--- config.mk ---
export PLATFORM = sky130hd
export DESIGN_NAME = ram_port_arbiter_flat
export DESIGN_NICKNAME = d
export VERILOG_FILES = /design/src/rtl/ram_arb_pkg.sv /design/src/rtl/ram_port_arbiter_if.sv /design/src/rtl/ram_arb_id_fifo.sv /design/src/rtl/ram_port_arbiter.sv /design/src/flat_wrapper.sv
export SDC_FILE = /design/constraint.sdc
export NUM_CORES = 1
export LEC_CHECK = 0
export BUFFER_PORTS_ARGS = -buffer_cell sky130_fd_sc_hd__buf_2
export CORE_AREA = 2 2 381 383
export DETAILED_ROUTE_END_ITERATION = 8
export DIE_AREA = 0 0 383 385
export MAX_ROUTING_LAYER = met4
export PLACE_DENSITY_LB_ADDON = 0.15
export SYNTH_ARGS = -nofsm -noshare
export SYNTH_HDL_FRONTEND = slang
export SYNTH_HIERARCHICAL = 1
export SYNTH_SLANG_ARGS = --single-unit
export TNS_END_PERCENT = 1
--- constraint.sdc ---
create_clock -name clk -period 5.1 [get_ports clk]
set_clock_uncertainty 0.2 [all_clocks]
set_input_delay 0.765 -clock clk [delete_from_list [all_inputs] [get_ports clk]]
set_output_delay 0.765 -clock clk [all_outputs]
set_load 0.03 [all_outputs]
--- src/rtl/ram_arb_pkg.sv ---
// Shared sizing, types and helpers for the RAM port arbiter.
// The optional feature is selected by the ARB_WR_PRIORITY_EN macro.
package ram_arb_pkg;

  localparam int N_RD           = 3;
  localparam int AXI_WIDTH      = 128;
  localparam int AXI_ADDR_WIDTH = 32;
  localparam int AXI_STRB_WIDTH = AXI_WIDTH / 8;
  localparam int MAX_OUT        = 4;

  localparam int N_REQ = N_RD + 1;
  localparam int ID_W  = $clog2(N_REQ);
  localparam int CNT_W = $clog2(MAX_OUT) + 1;
  localparam int PTR_W = $clog2(MAX_OUT);

  typedef logic [ID_W-1:0]  req_id_t;
  typedef logic [CNT_W-1:0] cnt_t;

  // The writer always occupies the last requester slot.
  localparam req_id_t WR_ID = req_id_t'(N_RD);

  function automatic req_id_t wrap_inc(req_id_t idx, int unsigned modulo);
    return (32'(idx) + 32'd1 >= modulo) ? '0 : idx + 1'b1;
  endfunction

endpackage

--- src/rtl/ram_port_arbiter_if.sv ---
// Requester and memory-side signals of the RAM port arbiter.
// slave = arbiter view, master = requesters plus memory.
interface ram_port_arbiter_if;
  import ram_arb_pkg::*;

  logic [N_RD-1:0]                     rd_en;
  logic [N_RD-1:0][AXI_ADDR_WIDTH-1:0] rd_addr;
  logic [N_RD-1:0]                     rd_wait;
  logic [N_RD-1:0]                     rd_ack;
  logic [N_RD-1:0][AXI_WIDTH-1:0]      rd_data;

  logic                      wr_en;
  logic [AXI_ADDR_WIDTH-1:0] wr_addr;
  logic [AXI_WIDTH-1:0]      wr_data;
  logic [AXI_STRB_WIDTH-1:0] wr_strb;
  logic                      wr_wait;
  logic                      wr_ack;

  logic                      mem_en;
  logic                      mem_we;
  logic [AXI_ADDR_WIDTH-1:0] mem_addr;
  logic [AXI_WIDTH-1:0]      mem_wdata;
  logic [AXI_STRB_WIDTH-1:0] mem_wstrb;
  logic [AXI_WIDTH-1:0]      mem_rdata;
  logic                      mem_wait;
  logic                      mem_ack;

  modport slave (
    input  rd_en, rd_addr, wr_en, wr_addr, wr_data, wr_strb,
           mem_rdata, mem_wait, mem_ack,
    output rd_wait, rd_ack, rd_data, wr_wait, wr_ack,
           mem_en, mem_we, mem_addr, mem_wdata, mem_wstrb
  );

  modport master (
    output rd_en, rd_addr, wr_en, wr_addr, wr_data, wr_strb,
           mem_rdata, mem_wait, mem_ack,
    input  rd_wait, rd_ack, rd_data, wr_wait, wr_ack,
           mem_en, mem_we, mem_addr, mem_wdata, mem_wstrb
  );

endinterface

--- src/rtl/ram_arb_id_fifo.sv ---
// In-order FIFO of requester IDs for accepted-but-unacked memory requests.
// Push and pop may coincide, including when full; the caller never overflows it.
module ram_arb_id_fifo
  import ram_arb_pkg::*;
(
  input  logic    clk,
  input  logic    rstn,
  input  logic    push,
  input  logic    pop,
  input  req_id_t din,
  output req_id_t head,
  output logic    full,
  output logic    empty,
  output cnt_t    count
);

  logic [PTR_W-1:0] wr_ptr_q, wr_ptr_d;
  logic [PTR_W-1:0] rd_ptr_q, rd_ptr_d;
  cnt_t             cnt_q, cnt_d;
  req_id_t          mem_q [MAX_OUT];
  req_id_t          mem_d [MAX_OUT];

  // NOTE: every always_comb output gets its default first so no path leaves it unassigned (no latch).
  always_comb begin
    wr_ptr_d = wr_ptr_q;
    rd_ptr_d = rd_ptr_q;
    cnt_d    = cnt_q;
    mem_d    = mem_q;
    if (push) begin
      mem_d[wr_ptr_q] = din;
      wr_ptr_d        = wr_ptr_q + 1'b1;
    end
    if (pop) rd_ptr_d = rd_ptr_q + 1'b1;
    case ({push, pop})
      2'b10:   cnt_d = cnt_q + 1'b1;
      2'b01:   cnt_d = cnt_q - 1'b1;
      default: cnt_d = cnt_q;
    endcase
  end

  // NOTE: state registers use non-blocking assignment so all flops update together at the edge.
  always_ff @(posedge clk) begin
    if (!rstn) begin
      wr_ptr_q <= '0;
      rd_ptr_q <= '0;
      cnt_q    <= '0;
    end else begin
      wr_ptr_q <= wr_ptr_d;
      rd_ptr_q <= rd_ptr_d;
      cnt_q    <= cnt_d;
    end
  end

  // NOTE: the storage array is not reset; an entry is only read after it was written.
  always_ff @(posedge clk) begin
    mem_q <= mem_d;
  end

  assign head  = mem_q[rd_ptr_q];
  assign full  = (cnt_q == CNT_W'(MAX_OUT));
  assign empty = (cnt_q == '0);
  assign count = cnt_q;

endmodule

--- src/rtl/ram_port_arbiter.sv ---
// Round-robin share of one memory port between N_RD readers and one writer,
// with in-order ack routing. ARB_WR_PRIORITY_EN gives the writer strict priority.
module ram_port_arbiter
  import ram_arb_pkg::*;
(
  input  logic                clk,
  input  logic                rstn,
  ram_port_arbiter_if.slave   bus,
  output logic                err
);

  logic [N_REQ-1:0] req_en;
  req_id_t          rr_ptr_q, rr_ptr_d;
  req_id_t          grant, cand, head;
  logic             found;
  logic             any_en, can_push, accept, pop, full, empty;
  logic             err_q, err_d;
  cnt_t             count;
  logic [N_RD-1:0][AXI_WIDTH-1:0] rd_data_q, rd_data_d;

  assign req_en   = {bus.wr_en, bus.rd_en};
  assign any_en   = |req_en;
  assign can_push = !full || bus.mem_ack;
  assign accept   = rstn && any_en && can_push && !bus.mem_wait;
  assign pop      = rstn && bus.mem_ack && !empty;

  always_comb begin
    grant = rr_ptr_q;
    cand  = '0;
    found = 1'b0;
`ifdef ARB_WR_PRIORITY_EN
    if (bus.wr_en) begin
      grant = WR_ID;
      found = 1'b1;
    end
    for (int k = 0; k < N_RD; k++) begin
      cand = req_id_t'((32'(rr_ptr_q) + 32'(k)) % 32'(N_RD));
      if (!found && bus.rd_en[cand]) begin
        grant = cand;
        found = 1'b1;
      end
    end
`else
    for (int k = 0; k < N_REQ; k++) begin
      cand = req_id_t'((32'(rr_ptr_q) + 32'(k)) % 32'(N_REQ));
      if (!found && req_en[cand]) begin
        grant = cand;
        found = 1'b1;
      end
    end
`endif
  end

  // mem_en deliberately ignores mem_wait so the memory may derive wait from en.
  always_comb begin
    bus.mem_en    = rstn && any_en && can_push;
    bus.mem_we    = (grant == WR_ID);
    bus.mem_addr  = bus.wr_addr;
    bus.mem_wdata = bus.wr_data;
    bus.mem_wstrb = bus.wr_strb;
    if (grant != WR_ID) begin
      bus.mem_addr  = bus.rd_addr[grant];
      bus.mem_wdata = '0;
      bus.mem_wstrb = '0;
    end
    for (int i = 0; i < N_RD; i++) begin
      bus.rd_wait[i] = !(accept && grant == req_id_t'(i));
    end
    bus.wr_wait = !(accept && grant == WR_ID);
  end

  // Completion routing: the FIFO head names the requester that owns this ack.
  always_comb begin
    bus.rd_ack  = '0;
    bus.wr_ack  = 1'b0;
    rd_data_d   = rd_data_q;
    if (pop) begin
      if (head == WR_ID) begin
        bus.wr_ack = 1'b1;
      end else begin
        bus.rd_ack[head] = 1'b1;
        rd_data_d[head]  = bus.mem_rdata;
      end
    end
    bus.rd_data = rd_data_d;
  end

  always_comb begin
    rr_ptr_d = rr_ptr_q;
`ifdef ARB_WR_PRIORITY_EN
    if (accept && grant != WR_ID) rr_ptr_d = wrap_inc(grant, N_RD);
`else
    if (accept) rr_ptr_d = wrap_inc(grant, N_REQ);
`endif
    err_d = err_q || (bus.mem_ack && empty);
  end

  always_ff @(posedge clk) begin
    if (!rstn) begin
      rr_ptr_q  <= '0;
      err_q     <= 1'b0;
      rd_data_q <= '0;
    end else begin
      rr_ptr_q  <= rr_ptr_d;
      err_q     <= err_d;
      rd_data_q <= rd_data_d;
    end
  end

  assign err = err_q;

  ram_arb_id_fifo u_id_fifo (
    .clk   (clk),
    .rstn  (rstn),
    .push  (accept),
    .pop   (pop),
    .din   (grant),
    .head  (head),
    .full  (full),
    .empty (empty),
    .count (count)
  );

endmodule

--- src/flat_wrapper.sv ---
// flat-port wrapper written by rule: the top's interface ports become plain ports
module ram_port_arbiter_flat import ram_arb_pkg::*;
  (clk, rstn, err, bus_rd_en, bus_rd_addr, bus_wr_en, bus_wr_addr, bus_wr_data, bus_wr_strb, bus_mem_rdata, bus_mem_wait, bus_mem_ack, bus_rd_wait, bus_rd_ack, bus_rd_data, bus_wr_wait, bus_wr_ack, bus_mem_en, bus_mem_we, bus_mem_addr, bus_mem_wdata, bus_mem_wstrb);
  ram_port_arbiter_if bus_i ();
  input  logic clk;
  input  logic rstn;
  output logic err;
  input wire logic [$bits(bus_i.rd_en)-1:0] bus_rd_en;
  input wire logic [$bits(bus_i.rd_addr)-1:0] bus_rd_addr;
  input wire logic [$bits(bus_i.wr_en)-1:0] bus_wr_en;
  input wire logic [$bits(bus_i.wr_addr)-1:0] bus_wr_addr;
  input wire logic [$bits(bus_i.wr_data)-1:0] bus_wr_data;
  input wire logic [$bits(bus_i.wr_strb)-1:0] bus_wr_strb;
  input wire logic [$bits(bus_i.mem_rdata)-1:0] bus_mem_rdata;
  input wire logic [$bits(bus_i.mem_wait)-1:0] bus_mem_wait;
  input wire logic [$bits(bus_i.mem_ack)-1:0] bus_mem_ack;
  output wire logic [$bits(bus_i.rd_wait)-1:0] bus_rd_wait;
  output wire logic [$bits(bus_i.rd_ack)-1:0] bus_rd_ack;
  output wire logic [$bits(bus_i.rd_data)-1:0] bus_rd_data;
  output wire logic [$bits(bus_i.wr_wait)-1:0] bus_wr_wait;
  output wire logic [$bits(bus_i.wr_ack)-1:0] bus_wr_ack;
  output wire logic [$bits(bus_i.mem_en)-1:0] bus_mem_en;
  output wire logic [$bits(bus_i.mem_we)-1:0] bus_mem_we;
  output wire logic [$bits(bus_i.mem_addr)-1:0] bus_mem_addr;
  output wire logic [$bits(bus_i.mem_wdata)-1:0] bus_mem_wdata;
  output wire logic [$bits(bus_i.mem_wstrb)-1:0] bus_mem_wstrb;
  assign bus_i.rd_en = bus_rd_en;
  assign bus_i.rd_addr = bus_rd_addr;
  assign bus_i.wr_en = bus_wr_en;
  assign bus_i.wr_addr = bus_wr_addr;
  assign bus_i.wr_data = bus_wr_data;
  assign bus_i.wr_strb = bus_wr_strb;
  assign bus_i.mem_rdata = bus_mem_rdata;
  assign bus_i.mem_wait = bus_mem_wait;
  assign bus_i.mem_ack = bus_mem_ack;
  assign bus_rd_wait = bus_i.rd_wait;
  assign bus_rd_ack = bus_i.rd_ack;
  assign bus_rd_data = bus_i.rd_data;
  assign bus_wr_wait = bus_i.wr_wait;
  assign bus_wr_ack = bus_i.wr_ack;
  assign bus_mem_en = bus_i.mem_en;
  assign bus_mem_we = bus_i.mem_we;
  assign bus_mem_addr = bus_i.mem_addr;
  assign bus_mem_wdata = bus_i.mem_wdata;
  assign bus_mem_wstrb = bus_i.mem_wstrb;
  ram_port_arbiter u_core (.clk(clk), .rstn(rstn), .bus(bus_i), .err(err));
endmodule
==> summary.log <==
qor: synthesis.synth-edff-count 8
qor: place.finalWeightedCongestion 0.928
qor: drt.drtAntennaViolNets 0
qor: worst_setup_path.criticalPathCategory flop to output port
qor: synthesis.ys.flop_type sky130_fd_sc_hd__dfxtp_1
qor: cts.root_buffer sky130_fd_sc_hd__clkbuf_16
qor: drt.highest_layer met4
qor: power_and_ir_drop.cellLeakagePower 13.6 nW
qor: drt.wl_per_cell 23.8 um
qor: drt.detail_route.vias_per_cell 3.55
qor: power_and_ir_drop.cellPowerDensity 325 nW/um^2
qor: drt.drt-total-wl 110000 um
qor: floorplanning.fp.dieW 383 um
qor: worst_setup_path.critical_path.startpoint_type flop
qor: timing.final_max_slew_viol_count 0
qor: floorplanning.boundaryPins 979
qor: synthesis.synth.top_cell.area_share 44.1%
qor: place.dp_hpwl 89800 um
qor: synthesis.synth_adder_area_share 0.601%
qor: synthesis.synth-xor-area-share 0.245%
qor: timing.worst_slack_setup_final 0.733 ns
qor: synthesis.postSynth.asyncResetShare 0%
qor: final_layout.area_growth_syn_to_fin 50.3%
qor: global_route.antenna_violations_before_repair 134
qor: timing.finalSetupTns 0 ns
qor: timing.slew_headroom 27.5%
qor: cts.source_to_sink_clock_delay_at_the_later_pin_of_the_worst_skew_pair 0.61 ns
qor: power_and_ir_drop.internal_power 6.11 mW
qor: drt.tritonroute_pass_1_iters 5
qor: synthesis.synthesis.nets 2094
qor: drt.routed-via-count 16400
qor: power_and_ir_drop.power_frac_comb 16.6%
qor: worst_setup_path.required 4.14 ns
qor: power_and_ir_drop.p_total 8.74 mW
qor: floorplanning.die_area 147000 sq um
qor: floorplanning.floorplan.rows 139
qor: cts.htree_num_levels 2
qor: cts.post_cts_sizing 0
qor: final_layout.finish.net_count 3032
qor: power_and_ir_drop.sequentialPowerShare 36.9%
qor: worst_setup_path.worst-path-max-fanout 47
qor: drt.detailed_routed_wire_length_on_met2 56000 um
qor: power_and_ir_drop.peakVddDrop 0.000233 V
qor: drt.route.met3.wl 8650 um
qor: synthesis.yosys-mux-area-fraction 24.7%
qor: synthesis.synth_top_area_cell sky130_fd_sc_hd__dfxtp_1
qor: synthesis.post_synth.cell_area_avg 10.7 sq um
qor: global_route.largest_net_degree_at_the_start_of_global_routing 204
qor: synthesis.postSynthRegisterBits 402
qor: synthesis.ys_top_cells_by_area sky130_fd_sc_hd__dfxtp_1 44%, sky130_fd_sc_hd__and2_1 19%, sky130_fd_sc_hd__mux2_1 13%
qor: floorplanning.starting_density 12.5%
qor: timing.finalSetupViolCount 0
qor: worst_hold_path.hold_class primary input to flop
qor: synthesis.synth_cell_type_count 38
qor: flow_run.drv_cap 0
qor: outcome.outcome finished, final reports clean
qor: final_layout.layout-drive-gt1-share 48.6%
qor: timing.final.period_utilization 85.6%
qor: synthesis.synth-compound-area-share 2.89%
qor: power_and_ir_drop.clock_power_share 46.6%
qor: global_route.wire_length_of_the_first_global_routing_pass 145000 um
qor: synthesis.dominant_combinational_cell_family_by_area_after_synthesis multiplexers
qor: place.io_buffers 978
qor: timing.max_slew.worst_pin.slew 1.09 ns
qor: drt.wl_met1 39700 um
qor: power_and_ir_drop.switching_share 30.1%
qor: global_route.global_route.usage.total 14.7%
qor: cts.clk_pin_slew 0.06 ns
qor: drt.remaining_drc_errors 0
qor: global_route.grt_pass1_vias 16500
qor: timing.max_freq 229 MHz
qor: place.dp_slack 0.925 ns
qor: timing.timing.final.hold_violations 0
qor: cts.cts_tree done
qor: cts.post_cts_buffers 0
qor: cts.inserted_clock_buffers 56
qor: cts.hold_buffers 0
qor: power_and_ir_drop.net-switching-power 2.63 mW
qor: drt.detail_route.iter0.violations 633
qor: final_layout.finalCoreUtilization 18.8%
qor: cts.cts_sinks 402
qor: cts.cts.path.max_buffers 3
qor: worst_setup_path.cp.arrival 3.40 ns
qor: synthesis.netlist_instances 1678
qor: synthesis.post_synth_and_or_nand_nor_area_fraction 21.8%
qor: worst_setup_path.endpoint_kind output port
qor: synthesis.mappedNetlistArea 17900 sq um
qor: timing.final_period_minus_worst_setup_slack 4.37 ns
qor: synthesis.synthesis.yosys.warnings 6
qor: timing.grt_setup_unrepaired false
qor: synthesis.sequential_to_total_area_share_from_yosys_stat 45.4%
qor: floorplanning.coreArea 143000 sq um
qor: floorplanning.die_h 385 um
qor: global_route.globalRoute.totalOverflow 0
-- routing by layer --
metal / global-route usage (%) / vias up
met5: - / -
met4: 7.39 / 0
met3: 4.48 / 340
met2: 25.8 / 899
met1: 14.7 / 7655
li1: - / 7509
-- final timing paths --
kind | from | endpoint | slack [ns] | cells after the start
max | u_core/u_id_fifo/rd_ptr_q[0] | bus_rd_data[148] | 0.73 | 5
min | bus_mem_rdata[102] | u_core/rd_data_q[230] | 0.29 | 3
max reg2reg | u_core/u_id_fifo/rd_ptr_q[0] | u_core/rd_data_q[29] | 2.06 | 5
min reg2reg | u_core/u_id_fifo/count[2] | u_core/u_id_fifo/count[2] | 0.31 | 2
-- state kept, by name, summed over array words and instances (netlist names) --
name / flops
u_core/rr_ptr_q: 2
u_core/u_id_fifo/count: 3
u_core/err: 1
u_core/u_id_fifo/mem_q: 8
u_core/u_id_fifo/wr_ptr_q: 2
u_core/u_id_fifo/rd_ptr_q: 2
u_core/rd_data_q: 384
-- cell usage in the layout, fill, tap and decap left out, drive strengths merged, types with 2 or more instances in the layout --
| cell | netlist | routed |
|---|---|---|
| buf | 59 | 1003 |
| and2 | 537 | 537 |
| dfxtp | 394 | 394 |
| mux2 | 384 | 384 |
| nand2 | 101 | 101 |
| clkbuf | 64 | 80 |
| diode | 0 | 64 |
| a21oi | 35 | 35 |
| a32oi | 32 | 32 |
| inv | 12 | 15 |
| clkinv | 1 | 14 |
| edfxtp | 8 | 8 |
| ha | 7 | 7 |
| nor2b | 6 | 6 |
| o21ai | 5 | 5 |
| bufinv | 0 | 4 |
| nor2 | 4 | 4 |
| nor3 | 4 | 4 |
| xor2 | 3 | 3 |
| clkinvlp | 0 | 2 |
| nor4 | 2 | 2 |
| nand3 | 2 | 2 |
| and3 | 2 | 2 |
| mux2i | 2 | 2 |
| mux4 | 2 | 2 |
| xnor2 | 2 | 2 |
-- per-stage QoR --
stage	instances	hold WS (ns)	instance area, sq um
2_1_floorplan	1678	0.266	17900
3_3_place_gp	4461	0.306	24800
3_5_place_dp	4461	0.311	24800
4_1_cts	4563	0.211	26700
5_1_grt	4617	0.252	26900
6_report	4627	0.291	26900
-- critical path, cell delays in order (launching register included) --
cell	delay [ns]
sky130_fd_sc_hd__dfxtp_1	0.45
sky130_fd_sc_hd__mux4_2	0.67
sky130_fd_sc_hd__nor3b_4	0.60
sky130_fd_sc_hd__buf_12	0.38
sky130_fd_sc_hd__mux2_1	0.40
sky130_fd_sc_hd__buf_2	0.20
-- cell usage after synthesis, types with 2 or more instances --
library cell                 n
sky130_fd_sc_hd__and2_1    537
sky130_fd_sc_hd__dfxtp_1   394
sky130_fd_sc_hd__mux2_1    199
sky130_fd_sc_hd__mux2_2    176
sky130_fd_sc_hd__nand2_1   101
sky130_fd_sc_hd__clkbuf_1   64
sky130_fd_sc_hd__a21oi_1    35
sky130_fd_sc_hd__a32oi_1    32
sky130_fd_sc_hd__buf_4      28
sky130_fd_sc_hd__buf_6      18
sky130_fd_sc_hd__buf_2      13
sky130_fd_sc_hd__inv_1      12
sky130_fd_sc_hd__mux2_4      9
sky130_fd_sc_hd__edfxtp_1    8
sky130_fd_sc_hd__ha_1        7
sky130_fd_sc_hd__nor2b_1     6
sky130_fd_sc_hd__o21ai_0     5
sky130_fd_sc_hd__nor2_1      4
sky130_fd_sc_hd__xor2_1      3
sky130_fd_sc_hd__and3_1      2
sky130_fd_sc_hd__mux2i_1     2
sky130_fd_sc_hd__mux4_2      2
sky130_fd_sc_hd__nand3_1     2
sky130_fd_sc_hd__nor3_1      2
sky130_fd_sc_hd__nor3_2      2
sky130_fd_sc_hd__nor4_1      2
sky130_fd_sc_hd__xnor2_1     2
-- logic make-up (layout without fill, tap and decap cells) --
family,Yosys count,count (layout)
XOR/XNOR,5,5
multiplexers,388,388
other,0,64
flip-flops,402,402
adder cells (fa/ha/maj),8,8
AND/OR/NAND/NOR,663,663
buffers and inverters,136,1118
AO/OA/AOI/OAI,76,76
-- power by group through the flow --
| stage | Clock [mW] | Sequential [mW] | Combinational [mW] |
|---|---|---|---|
| global placement | 0 | 3.29 | 1.47 |
| finish | 4.07 | 3.22 | 1.45 |
| global route | 4.38 | 3.23 | 1.55 |
| CTS | 4.29 | 3.22 | 1.47 |
| detailed placement | 0 | 3.29 | 1.46 |
| floorplan | 0 | 3.29 | 0.842 |
-- final cells by class --
class / count / area, sq um
diodes: 64 / 160
inverters: 13 / 50.0
clock buffers: 80 / 1640
well taps: 1903 / 2380
multi-input cells: 1140 / 9040
repair buffers: 1003 / 5220
clock inverters: 22 / 278
fillers: 16300 / 116000
flip-flops and latches: 402 / 8130
(Power assumes the default switching activity.)
